===== src/rtl/dmem_arbiter.sv =====
// dmem_arbiter: two-port arbiter/sequencer for the 32-word data memory.
// Port 0 is the core load/store unit, port 1 is debug/DMA. At most one
// request is granted per cycle; responses return one cycle after accept.
// A lock keeps one port as exclusive owner for read-modify-write sequences,
// with an optional idle timeout (LOCK_TIMEOUT = 0 disables it).
// Optional feature macro: DMEM_ARB_ROUND_ROBIN_EN (round-robin contention
// in IDLE instead of fixed port-0 priority).
`timescale 1ns/1ps

module dmem_arbiter #(
    parameter int ADDR_W       = 5,
    parameter int DATA_W       = 32,
    parameter int LOCK_TIMEOUT = 16
) (
    input  logic              clk,
    input  logic              rst_n,
    input  logic              p0_req_valid,
    output logic              p0_req_ready,
    input  logic              p0_req_we,
    input  logic              p0_req_lock,
    input  logic [ADDR_W-1:0] p0_req_addr,
    input  logic [DATA_W-1:0] p0_req_wdata,
    output logic              p0_rsp_valid,
    output logic [DATA_W-1:0] p0_rsp_rdata,
    input  logic              p1_req_valid,
    output logic              p1_req_ready,
    input  logic              p1_req_we,
    input  logic              p1_req_lock,
    input  logic [ADDR_W-1:0] p1_req_addr,
    input  logic [DATA_W-1:0] p1_req_wdata,
    output logic              p1_rsp_valid,
    output logic [DATA_W-1:0] p1_rsp_rdata,
    output logic              mem_we,
    output logic [ADDR_W-1:0] mem_write_addr,
    output logic [DATA_W-1:0] mem_write_data,
    output logic [ADDR_W-1:0] mem_read_addr,
    input  logic [DATA_W-1:0] mem_read_data,
    output logic              lock_abort
);

    typedef enum logic [1:0] {IDLE, LOCK0, LOCK1} state_t;

    // Counter only has to hold 0 .. LOCK_TIMEOUT-1; it clears when it fires.
    localparam int CNT_W = (LOCK_TIMEOUT > 1) ? $clog2(LOCK_TIMEOUT) : 1;
    localparam logic [CNT_W-1:0] CNT_LAST = CNT_W'(LOCK_TIMEOUT - 1);
    localparam bit TIMEOUT_EN = (LOCK_TIMEOUT != 0);

    state_t             state_reg, state_next;
    logic [CNT_W-1:0]   cnt_reg, cnt_next;
    logic               abort_reg, abort_next;

    // Ports gathered into arrays so the datapath can be indexed by port.
    logic [1:0]         req_valid, req_we, req_lock;
    logic [ADDR_W-1:0]  req_addr  [2];
    logic [DATA_W-1:0]  req_wdata [2];
    logic [1:0]         grant;
    logic               accept;
    logic               sel;
    logic               owner_idle;
    logic               timeout_hit;

    assign req_valid    = {p1_req_valid, p0_req_valid};
    assign req_we       = {p1_req_we,    p0_req_we};
    assign req_lock     = {p1_req_lock,  p0_req_lock};
    assign req_addr[0]  = p0_req_addr;
    assign req_addr[1]  = p1_req_addr;
    assign req_wdata[0] = p0_req_wdata;
    assign req_wdata[1] = p1_req_wdata;

`ifdef DMEM_ARB_ROUND_ROBIN_EN
    logic last_grant_reg;

    // Remember which port won the most recent accept for round-robin.
    always_ff @(posedge clk or negedge rst_n) begin
        if (!rst_n) begin
            last_grant_reg <= 1'b1;
        end else if (accept) begin
            last_grant_reg <= sel;
        end
    end
`endif

    // Combinational grant: one-hot or zero, never while reset is asserted.
    always_comb begin
        grant = 2'b00;
        if (rst_n) begin
            case (state_reg)
                IDLE: begin
                    if (req_valid == 2'b11) begin
`ifdef DMEM_ARB_ROUND_ROBIN_EN
                        grant = last_grant_reg ? 2'b01 : 2'b10;
`else
                        grant = 2'b01;
`endif
                    end else begin
                        grant = req_valid;
                    end
                end
                LOCK0:   grant = {1'b0, req_valid[0]};
                LOCK1:   grant = {req_valid[1], 1'b0};
                default: grant = 2'b00;
            endcase
        end
    end

    assign accept       = |grant;
    assign sel          = grant[1];
    assign p0_req_ready = grant[0];
    assign p1_req_ready = grant[1];

    // Memory ports follow the granted request; everything idles at zero.
    always_comb begin
        mem_we         = 1'b0;
        mem_write_addr = '0;
        mem_write_data = '0;
        mem_read_addr  = '0;
        if (accept) begin
            if (req_we[sel]) begin
                mem_we         = 1'b1;
                mem_write_addr = req_addr[sel];
                mem_write_data = req_wdata[sel];
            end else begin
                mem_read_addr  = req_addr[sel];
            end
        end
    end

    assign owner_idle  = ((state_reg == LOCK0) && !req_valid[0]) ||
                         ((state_reg == LOCK1) && !req_valid[1]);
    assign timeout_hit = TIMEOUT_EN && owner_idle && (cnt_reg == CNT_LAST);

    // Lock state machine and idle counter: next-state logic.
    always_comb begin
        state_next = state_reg;
        cnt_next   = cnt_reg;
        abort_next = 1'b0;
        case (state_reg)
            IDLE: begin
                cnt_next = '0;
                if (accept && req_lock[sel]) begin
                    state_next = sel ? LOCK1 : LOCK0;
                end
            end
            LOCK0, LOCK1: begin
                if (accept) begin
                    // Owner valid always wins, even on the timeout cycle.
                    cnt_next = '0;
                    if (!req_lock[sel]) begin
                        state_next = IDLE;
                    end
                end else if (timeout_hit) begin
                    cnt_next   = '0;
                    state_next = IDLE;
                    abort_next = 1'b1;
                end else if (TIMEOUT_EN) begin
                    cnt_next = cnt_reg + 1'b1;
                end
            end
            default: begin
                state_next = IDLE;
                cnt_next   = '0;
            end
        endcase
    end

    // State, idle counter and abort pulse registers.
    always_ff @(posedge clk or negedge rst_n) begin
        if (!rst_n) begin
            state_reg <= IDLE;
            cnt_reg   <= '0;
            abort_reg <= 1'b0;
        end else begin
            state_reg <= state_next;
            cnt_reg   <= cnt_next;
            abort_reg <= abort_next;
        end
    end

    assign lock_abort = abort_reg;

    // Per-port response registers: strobe after every accept, data held otherwise.
    for (genvar gi = 0; gi < 2; gi++) begin : g_rsp
        logic              rsp_valid_reg;
        logic [DATA_W-1:0] rsp_rdata_reg;

        // Capture read data (or zero for writes) on this port's accept.
        always_ff @(posedge clk or negedge rst_n) begin
            if (!rst_n) begin
                rsp_valid_reg <= 1'b0;
                rsp_rdata_reg <= '0;
            end else begin
                rsp_valid_reg <= grant[gi];
                if (grant[gi]) begin
                    rsp_rdata_reg <= req_we[gi] ? '0 : mem_read_data;
                end
            end
        end
    end

    assign p0_rsp_valid = g_rsp[0].rsp_valid_reg;
    assign p0_rsp_rdata = g_rsp[0].rsp_rdata_reg;
    assign p1_rsp_valid = g_rsp[1].rsp_valid_reg;
    assign p1_rsp_rdata = g_rsp[1].rsp_rdata_reg;

endmodule


===== config.mk =====
export PLATFORM = sky130hd
export DESIGN_NAME = dmem_arbiter
export DESIGN_NICKNAME = d
export VERILOG_FILES = /design/src/rtl/dmem_arbiter.sv
export SDC_FILE = /design/constraint.sdc
export NUM_CORES = 1
export LEC_CHECK = 0
export BUFFER_PORTS_ARGS = -buffer_cell sky130_fd_sc_hd__buf_2
export CORE_AREA = 4 4 122 89
export CTS_CLUSTER_SIZE = 14
export DETAILED_ROUTE_END_ITERATION = 8
export DIE_AREA = 0 0 126 93
export GPL_TIMING_DRIVEN = 1
export PLACE_DENSITY = 0.82
export SLEW_MARGIN = 10
export SYNTH_ARGS = -nofsm -noshare
export SYNTH_HDL_FRONTEND = slang
export SYNTH_SLANG_ARGS = --single-unit

===== constraint.sdc =====
create_clock -name clk -period 1.95 [get_ports clk]
set_clock_uncertainty 0.05 [all_clocks]
set_input_delay 0.0975 -clock clk [delete_from_list [all_inputs] [get_ports clk]]
set_output_delay 0.0975 -clock clk [all_outputs]
set_load 0.05 [all_outputs]

; ---- Word level (Yosys, flattened, before mapping)
; Cells that the tools add are included.
[word_totals]
inputBits = 114
reg_bits = 73
[op_classes]
n_mux = 35
bitwise = 1
addsub = 1
eq_ne = 7
magnitude_cmp = 2
n_reduce_logical = 11
[ops]
columns = op, count
row1 = $mux W32, 7
row2 = $mux W5, 7
row3 = $mux W2, 7
row4 = $mux W4, 3
row5 = $mux W1, 9
row6 = $ne A3 B3 Y1 const B, 2
row7 = $pmux W2 S3, 1
row8 = $add A4 B1 Y4 const B, 1
row9 = $eq A2 B2 Y1 const B, 2
row10 = $eq A4 B4 Y1 const B, 1
row11 = $logic_and A1 B1 Y1, 4
row12 = $pmux W2 S2, 1
row13 = $reduce_or A2 Y1, 2
row14 = $reduce_and A3 Y1, 1
row15 = $eq A2 B1 Y1 const B, 1
row16 = $ge A2 B2 Y1 const B, 1
row17 = $logic_not A1 Y1, 2
row18 = $logic_not A2 Y1, 1
row19 = $lt A1 B2 Y1 const B, 1
row20 = $ne A2 B2 Y1 const B, 1
row21 = $not A1 Y2, 1
row22 = $logic_or A1 B1 Y1, 1

; ---- Depth between registers and ports, before layout
[logic_depth]
word_depth = 10
ltp_mapped = 10
depth_no_buf = 8

; ---- Worst setup path before layout
; OpenSTA, ideal clock, no wires.
[synth_path]
path_kind = reg-to-output
startpoint = reg state_reg[0]
endpoint = out mem_write_data[10]
arrival_ns = 2.403
path_slack_ns = -0.601
n_path_buf = 2
stages_incl_launch_ff = 11
path_cell_list = dfrtp_1 -> inv_1 -> ha_1 -> nor2b_2 -> o211ai_4 -> inv_2 -> nor2_1 -> a22oi_1 -> buf_2 -> buf_2 -> a21oi_1
[synth_via]
elab_chain_cells = 9
elab_cells_between_ends = 14
classes_between = eq/ne (2) / mux (9) / bitwise (1) / reduce/logical (2)
[synth_lines]
columns = item, line
row1 = start: declaration, 48  ; state_t state_reg, state_next;
row2 = start signal: assignment, 173  ; state_reg <= state_next;
row3 = $eq A2 B2 Y1 (tied with other cells), 87  ; case (state_reg)
row4 = $pmux W2 S3 *, 87
row5 = $mux W2 *, 86  ; if (rst_n) begin
row6 = $not A1 Y2 (not written as such), 121  ; mem_write_data = req_wdata[sel];
row7 = $mux W32 (not written as such) (3 in a row), 121
row8 = $mux W32, 118  ; if (req_we[sel]) begin
row9 = $mux W32 *, 117  ; if (accept) begin
row10 = end: declaration, 35  ; output logic [DATA_W-1:0] mem_write_data,
; Every way passes the cells marked *; elsewhere a longest branch is shown, timed or not. The select of a mux whose other input is x is not followed.

; ---- Worst setup path in the final report
[layout_path]
startpoint = reg state_reg[1]
endpoint = out mem_write_data[26]
; The elaborated chain is that of the path after synthesis.

==> flow_summary.yaml <==
logic_synthesis:
  synth_top_area_share_pct: 49.01
  ys_seq_elements: 73
  synthTopCellsByArea: "dfrtp_1 (49%), nand2_1 (16%), nand3b_1 (6.4%)"
  synthesis.area_um2: 3727
  synth_compound_area_share_pct: 10.94
  async_flop_share_pct: 100.0
  syn_avg_cell_area_um2: 8.246
  yosys_warnings: 0
  synth_xor_area_share_pct: 0.4700
  synth.most_common_cell: "nand2_1"
  synth_cells: 452
  synth-simple-area-share_pct: 31.92
  synth_nets: 571
  synth_top_family_by_area: "simple AND/OR/NAND/NOR gates"
  synth_common_cells: "nand2_1 (161), dfrtp_1 (73)"
  yosysUniqueCellTypes: 30
  yosys_most_used_dff: "dfrtp_1"
  yosysTopAreaCell: "dfrtp_1"
  synth.area.mux_share_pct: 1.611
  seq_area_frac_synth_pct: 49.01
  synth_adder_area_share_pct: 1.678
  synth-edff-count: 0
clock_tree:
  cts_buffers: 9
  cts.path.max_buffers: 2
  clk_latency_ns: 0.33
  clk_root_buffer_cell: "clkbuf_16"
  clock-sinks: 73
  h-tree-depth: 3
  clk_pin_slew_ns: 0.06
  cts_tree: "built"
global_route:
  grt.total_usage_pct: 24.97
  grt_pass1_wl_mm: 23.59
  grt_pass1_vias: 4642
  grt_max_degree: 72
  antenna_found_initial: 0
  grt-ovfl-total: 0
pwr:
  p_sw_mw: 5.410
  internal_power_mw: 4.990
  switching_share_pct: 52.02
  p_comb_share_pct: 61.1
  peakVddDrop_mv: 0.7825
  powerDensity_nw_per_um2: 1419
  finalPower_mw: 10.40
  clkPwrFrac_pct: 14.7
  seq_power_share_pct: 24.2
  p_leak_nw: 3.628
die:
  start_util_pct: 38.79
  die_w_um: 126
  pin_count: 226
  core-area_um2: 9609
  die_h_um: 93
  rows: 30
  die-area_um2: 11720
route:
  wl_mm: 16.68
  first_pass_iters: 4
  antenna_left: 0
  num_vias: 4648
  drc: 0
  avgViaCountPerCell: 5.217
  detail_route.wl_per_cell_um: 18.72
  drt_iter0_markers: 256
timing:
  rsz0062_at_grt: "yes"
  final_max_slew_viol_count: 0
  finalHoldViolCount: 0
  slew_headroom_pct: 39.94
  tightest_slew_ns: 0.9009
  period_needed_ns: 2.486
  fmax_mhz: 402.3
  period_share_pct: 127.5
  worst_slack_ns: -0.5356
  final-setup-viol-count: 99
run_status:
  outcome: "finished, violations left"
  violations: "negative setup slack"
placement:
  place_area_um2: 5782
  portBuffers: 225
  gp_congestion: 0.9233
  dpl.hpwl_mm: 10.45
worst_setup_path:
  startpoint: "state_reg[1]"
  end_kind: "output port"
  worstPathMaxFanout: 14
  cp-start-kind: "flop"
  cp.arrival_ns: 2.34
  rr_startpoint: "state_reg[1]"
  critPathKind: "reg2out"
  required_ns: 1.80
finish:
  nets: 877
  syn_to_final_growth_pct: 96.68
  design_area_um2: 7331
  final_util_pct: 76.29
  drive_above_1_share_pct: 51.90
  n_antenna_cell: 0
flow_run:
  cap_violations: 0
hold_path:
  hp-class: "in2async"
-- stage by stage --
| stage | cells | hold WS, ns | setup TNS [ns] | setup WS, ns |
|---|---|---|---|---|
| 6_report | 891 | 0.01796 | -26.73 | -0.5356 |
| 5_1_grt | 891 | 0.05364 | -32.77 | -0.6029 |
| 4_1_cts | 874 | 0.02054 | -17.46 | -0.4325 |
| 3_5_place_dp | 814 | -0.1337 | -8.547 | -0.2266 |
| 3_3_place_gp | 814 | -0.1356 | -4.825 | -0.1335 |
| 2_1_floorplan | 452 | -0.2481 | -3.204 | -0.1317 |
-- worst max-delay path, stage by stage (launching register included) --
cell	delay, ns
dfrtp_1	0.41
inv_2	0.08
ha_4	0.16
nor2b_4	0.13
o211ai_4	0.24
clkinv_4	0.15
nor2_4	0.11
a22oi_2	0.08
buf_12	0.17
buf_12	0.16
a21oi_4	0.15
buf_8	0.17
-- per-layer routing --
layer | wire, µm | up-vias | global-route usage [%]
met2 | 8472 | 251 | 42.52
li1 | - | 2093 | -
met4 | 835 | 0 | 10.45
met3 | 1073 | 74 | 5.537
met1 | 6299 | 2230 | 30.87
met5 | 0 | - | 0
-- power groups by stage --
stage / Clock [mW] / Sequential, mW / Combinational [mW]
2_1_floorplan: 0 / 4.63 / 1.77
3_3_place_gp: 0 / 2.47 / 5.31
3_5_place_dp: 0 / 2.50 / 5.43
4_1_cts: 1.57 / 2.48 / 5.85
5_1_grt: 1.62 / 2.59 / 6.64
6_report: 1.53 / 2.52 / 6.36
-- cell type report --
class / instances / area, µm²
multi-input combinational: 341 / 2401
fill: 646 / 2278
clock inverter: 6 / 41.29
inverter: 6 / 32.53
sequential: 73 / 1828
clock buffer: 10 / 239.0
timing repair buffer: 327 / 2629
tap: 128 / 160.2
-- layout by cell type, fill, tap and decap left out, types with 3 or more instances in the layout --
cell type,n
ha_4,4
nand2_1,149
a21oi_4,32
o21ai_2,5
nor2_4,12
buf_2,179
nand2_2,11
buf_12,13
clkbuf_16,12
o21ai_1,10
buf_8,15
mux2i_4,3
clkinvlp_4,3
nor2_2,3
nand3b_1,32
o21ai_0,17
buf_4,33
nor2_1,3
dlygate4sd3_1,34
nand2b_1,32
dfrtp_1,72
buf_6,49
nor2b_1,3
-- cell families (layout without fill, tap and decap cells) --
group / after synthesis / in the layout
AO/OA/AOI/OAI: 73 / 73
XOR/XNOR: 2 / 2
adder cells (fa/ha/maj): 5 / 5
buffers and inverters: 38 / 349
multiplexers: 6 / 6
AND/OR/NAND/NOR: 255 / 255
flip-flops: 73 / 73
-- path summary, 6_finish.rpt --
kind                                           end  slack [ns]  depth (start not counted)
worst max-delay path            mem_write_data[26]       -0.54                         11
worst min-delay path               p0_rsp_rdata[1]        0.02                          2
worst max register to register        state_reg[0]       -0.42                         12
worst min register to register    p1_rsp_rdata[30]        0.41                          2
max in group asynchronous         p0_rsp_rdata[25]        1.27                          2
min in group clk                      state_reg[0]        0.06                          2
-- repair_timing --
| action | CTS | global route |
|---|---|---|
| pin swaps | 8 | 18 |
| setup buffers | 11 | 15 |
| hold buffers | 34 | 0 |
| gates resized for setup | 122 | 78 |
| cloned | 1 | 4 |
| endpoints found under the setup margin | 52 | 93 |
| endpoints found under the hold margin | 59 | 0 |
Note: power is estimated with default switching activity, not from simulation.
